--- config.mk ---
export PLATFORM = sky130hd
export DESIGN_NAME = slice_serial_subtractor
export DESIGN_NICKNAME = d
export VERILOG_FILES = /design/src/rtl/slice_serial_subtractor.sv
export SDC_FILE = /design/constraint.sdc
export NUM_CORES = 1
export LEC_CHECK = 0
export ABC_AREA = 1
export CORE_UTILIZATION = 50
export CTS_CLUSTER_SIZE = 24
export DETAILED_ROUTE_END_ITERATION = 6
export PLACE_DENSITY = 0.91
export SYNTH_ARGS = -nofsm -noshare
export SYNTH_HDL_FRONTEND = slang
export SYNTH_SLANG_ARGS = --single-unit
export TNS_END_PERCENT = 30
--- constraint.sdc ---
create_clock -name clk -period 2 [get_ports clk]
set_input_delay 0.2 -clock clk [delete_from_list [all_inputs] [get_ports clk]]
set_output_delay 0.2 -clock clk [all_outputs]
set_load 0.005 [all_outputs]
--- src/rtl/slice_serial_subtractor.sv ---
// Serial subtractor d = a - b, one 4-bit lookahead slice per clock, LS slice first.
// Latency: WIDTH/4 cycles from accept to out_valid; result held until out_ready.
// Backpressure: no accept outside IDLE; SUB_BACK2BACK_EN lets DONE release and accept on one edge.
module slice_serial_subtractor #(
   parameter int WIDTH = 16
) (
   input  logic             clk,
   input  logic             rst,
   input  logic             in_valid,
   output logic             in_ready,
   input  logic [WIDTH-1:0] a,
   input  logic [WIDTH-1:0] b,
   output logic             out_valid,
   input  logic             out_ready,
   output logic [WIDTH-1:0] d,
   output logic             borrow,
   output logic             overflow
);

   localparam int NSLICE = WIDTH / 4;
   localparam int KW     = (NSLICE > 1) ? $clog2(NSLICE) : 1;
   localparam logic [KW-1:0] LAST_K = KW'(NSLICE - 1);

   typedef enum logic [1:0] {IDLE = 2'd0, RUN = 2'd1, DONE = 2'd2} state_t;

   state_t           state, state_nxt;
   logic [WIDTH-1:0] x_sr, y_sr;
   logic             carry;
   logic [KW-1:0]    k;
   logic             accept, last;
   logic [3:0]       p, g, s;
   logic             c1, c2, c3, c4;

   assign accept = in_valid & in_ready;
   assign last   = (k == LAST_K);

   always_ff @(posedge clk or posedge rst) begin
      if (rst) state <= IDLE;
      else     state <= state_nxt;
   end

   always_comb begin
      state_nxt = state;
      case (state)
         IDLE: if (accept) state_nxt = RUN;
         RUN:  if (last) state_nxt = DONE;
         DONE: begin
`ifdef SUB_BACK2BACK_EN
            if (accept)         state_nxt = RUN;
            else if (out_ready) state_nxt = IDLE;
`else
            if (out_ready) state_nxt = IDLE;
`endif
         end
         default: state_nxt = IDLE;
      endcase
   end

   // in_ready is gated by rst so it reads 0 for the whole reset pulse
   always_comb begin
      in_ready  = 1'b0;
      out_valid = 1'b0;
      case (state)
         IDLE: in_ready = ~rst;
         DONE: begin
            out_valid = 1'b1;
`ifdef SUB_BACK2BACK_EN
            in_ready  = out_ready & ~rst;
`endif
         end
         default: ;
      endcase
   end

   // Lookahead on the current low slice of the shifting operand registers
   always_comb begin
      p  = x_sr[3:0] ^ y_sr[3:0];
      g  = x_sr[3:0] & y_sr[3:0];
      c1 = g[0] | (p[0] & carry);
      c2 = g[1] | (p[1] & g[0]) | (p[1] & p[0] & carry);
      c3 = g[2] | (p[2] & g[1]) | (p[2] & p[1] & g[0]) | (p[2] & p[1] & p[0] & carry);
      c4 = g[3] | (p[3] & g[2]) | (p[3] & p[2] & g[1]) | (p[3] & p[2] & p[1] & g[0])
         | (p[3] & p[2] & p[1] & p[0] & carry);
      s  = p ^ {c3, c2, c1, carry};
   end

   always_ff @(posedge clk or posedge rst) begin
      if (rst) begin
         x_sr     <= '0;
         y_sr     <= '0;
         carry    <= 1'b0;
         k        <= '0;
         d        <= '0;
         borrow   <= 1'b0;
         overflow <= 1'b0;
      end else if (accept) begin
         x_sr  <= a;
         y_sr  <= ~b;
         carry <= 1'b1;
         k     <= '0;
         d     <= '0;
      end else if (state == RUN) begin
         x_sr       <= x_sr >> 4;
         y_sr       <= y_sr >> 4;
         carry      <= c4;
         k          <= k + 1'b1;
         d[4*k +: 4] <= s;
         if (last) begin
            borrow   <= ~c4;
            overflow <= c3 ^ c4;
         end
      end
   end

endmodule

==> flow_summary_export.csv <==
group,metric,value,unit
clock_tree,clk_pin_slew,0.09,ns
power,ir_worst_vdd,0.0005872,V
sta,period_share,0.9407,
placed_design,port_buffers,55,
power,power_switching,1.981,mW
critical_path,worst_setup_path_start_kind,"flop",
power,pwr-share-clk,0.126,
clock_tree,cts_setup_buffers,0,
final_layout,nNetsFinal,382,
synthesis,ys_types,30,
synthesis,synth_top_family_by_area,"simple AND/OR/NAND/NOR gates",
synthesis,avgSynthCellArea,9.375,um^2
final_layout,fin_util,0.6777,
final_layout,final_cell_mix,"nand2_1, dfrtp_1, clkdlybuf4s50_1, inv_1",
grt,grt_antenna_before_repair,0,
routing,vias,2102,
critical_path,crit_chain,"inv_1, ha_1, inv_1, nor3_1, nand4_1, nand2_1",
placed_design,gp_congestion,0.9024,
power,switching_share,0.4106,
worst_hold_path,holdCritPathClass,"in2reg",
sta,finalSetupViolCount,0,
final_layout,final_common_cell,"nand2_1",
synthesis,ys_seq_area_frac,0.5281,
critical_path,crit_path_frequent_cell,"inv_1",
sta,fin_skew,0.006137,ns
grt,grt_pass1_wl,9.087,mm
routing,via_per_inst,5.216,
critical_path,crit_slowest_cell,"dfrtp_1",
sta,fin_hold_ws,0.4427,ns
sta,timing.fmax,531.5,MHz
floorplanning,start_util,0.5341,
sta,fin_crit,1.881,ns
clock_tree,numCtsBuffers,5,
clock_tree,cts.htree.levels,2,
floorplanning,dieWidth,74.20,um
sta,worst_slack,0.1185,ns
critical_path,required,2.25,ns
clock_tree,hold_buffers,0,
clock_tree,cts.path.max_buffers,2,
sta,rsz0062_at_grt,"no",
floorplanning,row_count,25,
synthesis,ys_ff_latch,55,
power,power_frac_seq,0.383,
synthesis,syn_inst,278,
routing,wl_per_cell,13.28,um
critical_path,end_kind,"flop",
routing,dr.pass1.iters,4,
grt,grt_use_total,0.2212,
grt,grt_pass1_vias,2076,
synthesis,synthTopCellsByArea,"dfrtp_1, nand2_1, inv_1",
final_layout,drive_above_1_share,0.1071,
sta,finalHoldViolations,0,
placed_design,dp_hpwl,3.994,mm
final_layout,nFillCells,395,
final_layout,insertedDiodeCount,0,
sta,slew_violations,0,
power,p_comb_frac,0.491,
synthesis,synth_top_area_frac,0.5281,
floorplanning,die_h,74.20,um
synthesis,yosys.area_share.simple,0.1834,
routing,drt_iter0_drc,139,
critical_path,crit_arrival,2.13,ns
floorplanning,core_area,0.004880,mm^2
outcome,status,"finished, final reports clean",
routing,ant_nets,0,
synthesis,synthesis.area,0.002606,mm^2
clock_tree,cts_tree,"done",
routing,totalWireLength,5.351,mm
critical_path,crit_type,"reg2reg",
synthesis,yosys.area.top_type,"dfrtp_1",
grt,grt_max_degree,56,
synthesis,synthAdderAreaFrac,0.05089,
synthesis,synth_compound_area_frac,0.1507,
placed_design,post-place-ws,0.1999,ns
clock_tree,ctsResizeCount,0,
synthesis,synth_mux_area_frac,0,
critical_path,worst_path_largest_cell_delay,0.53,ns
sta,worstMarginPinSlew,0.6599,ns
clock_tree,clock_latency,0.31,ns
power,internal-power,2.844,mW
critical_path,reg2reg_slack,0.12,ns
clock_tree,clockRootBuffer,"clkbuf_8",
critical_path,crit_fanout,9,
sta,max_slew_margin,0.5601,
final_layout,areaGrowthSynthToFinish,26.88,%
routing,drcViolationCount,0,
floorplanning,ios,56,
sta,setup_tns,0,ns
synthesis,synth_nets,324,
synthesis,yosysWarnings,0,
floorplanning,dieArea,0.005505,mm^2
power,p_per_area,1459,mW/mm^2
synthesis,synth_xor_area_frac,0.006721,
flow_run,maxCapViolations,0,
clock_tree,clock_sinks,55,
grt,grt-ovfl-total,0,
power,p_leak,1.523,nW
## logic make-up after synthesis
logic type / Yosys count
XOR/XNOR: 2
buffers and inverters: 48
adder cells (fa/ha/maj): 10
AO/OA/AOI/OAI: 51
flip-flops: 55
AND/OR/NAND/NOR: 112
## state kept, by name (all words and copies together) (netlist names)
name / count
state: 2
k: 2
d: 16
borrow: 1
y_sr: 16
overflow: 1
x_sr: 16
carry: 1
## final cells by class
cell class,count,area (um^2),area share
flip-flops and latches,55,1376,0.4162
multi-input cells,175,1021,0.3087
repair buffers,60,588.1,0.1778
inverters,39,150.1,0.04540
well taps,67,83.83,0.02535
clock buffers,6,82.58,0.02497
clock inverters,1,5.005,0.001513
## synth_stat cells (all sizes together)
cell type	count
a21oi	2
o31ai	1
inv	39
fa	1
nand3	8
o211ai	12
o221ai	12
a31oi	1
xor2	1
nand4	3
nor3	3
a22oi	1
nand2	88
xnor2	1
o22ai	5
dfrtp	55
o21ai	17
buf	9
ha	9
nor2	10
## per-layer routing
metal	part of all wire	vias to the layer above	routed length, um	global-route usage
met5	0	-	0	0
met4	0.016	0	87	0.08974
met3	0.039	7	208	0.05285
met2	0.53	55	2810	0.3778
met1	0.42	1016	2245	0.2701
li1	-	1024	-	-
## power groups by stage
stage	sequential [mW]	clock [mW]	combinational, mW
3_3_place_gp	1.84	0	2.27
6_report	1.85	0.608	2.37
3_5_place_dp	1.87	0	2.37
5_1_grt	1.90	0.665	2.66
4_1_cts	1.85	0.623	2.39
2_1_floorplan	1.82	0	1.65
## per-stage QoR
| step | std cells | power [mW] | instance area [um^2] |
|---|---|---|---|
| 5_1_grt | 403 | 5.224 | 3307 |
| 6_report | 403 | 4.826 | 3307 |
| 4_1_cts | 403 | 4.858 | 3307 |
| 2_1_floorplan | 278 | 3.471 | 2610 |
| 3_3_place_gp | 396 | 4.106 | 3219 |
| 3_5_place_dp | 396 | 4.240 | 3219 |
## worst max-delay path, delay by kind of cell (launching register included)
family                     cells  cell delay [ns]
adders and majority gates      1             0.39
buffers and inverters          2             0.27
DFF                            1             0.53
and+or+nand+nor                3             0.63
## final timing paths
path | from | end | cells past startpoint
setup / recovery | k[0] | d[6] | 6
hold / removal | a[15] | x_sr[15] | 3
setup reg to reg | k[0] | d[6] | 6
hold reg to reg | d[14] | d[14] | 2
max in group asynchronous | rst | y_sr[15] | 3
min in group asynchronous | rst | y_sr[4] | 3
Power figures use the tool's default switching activity.
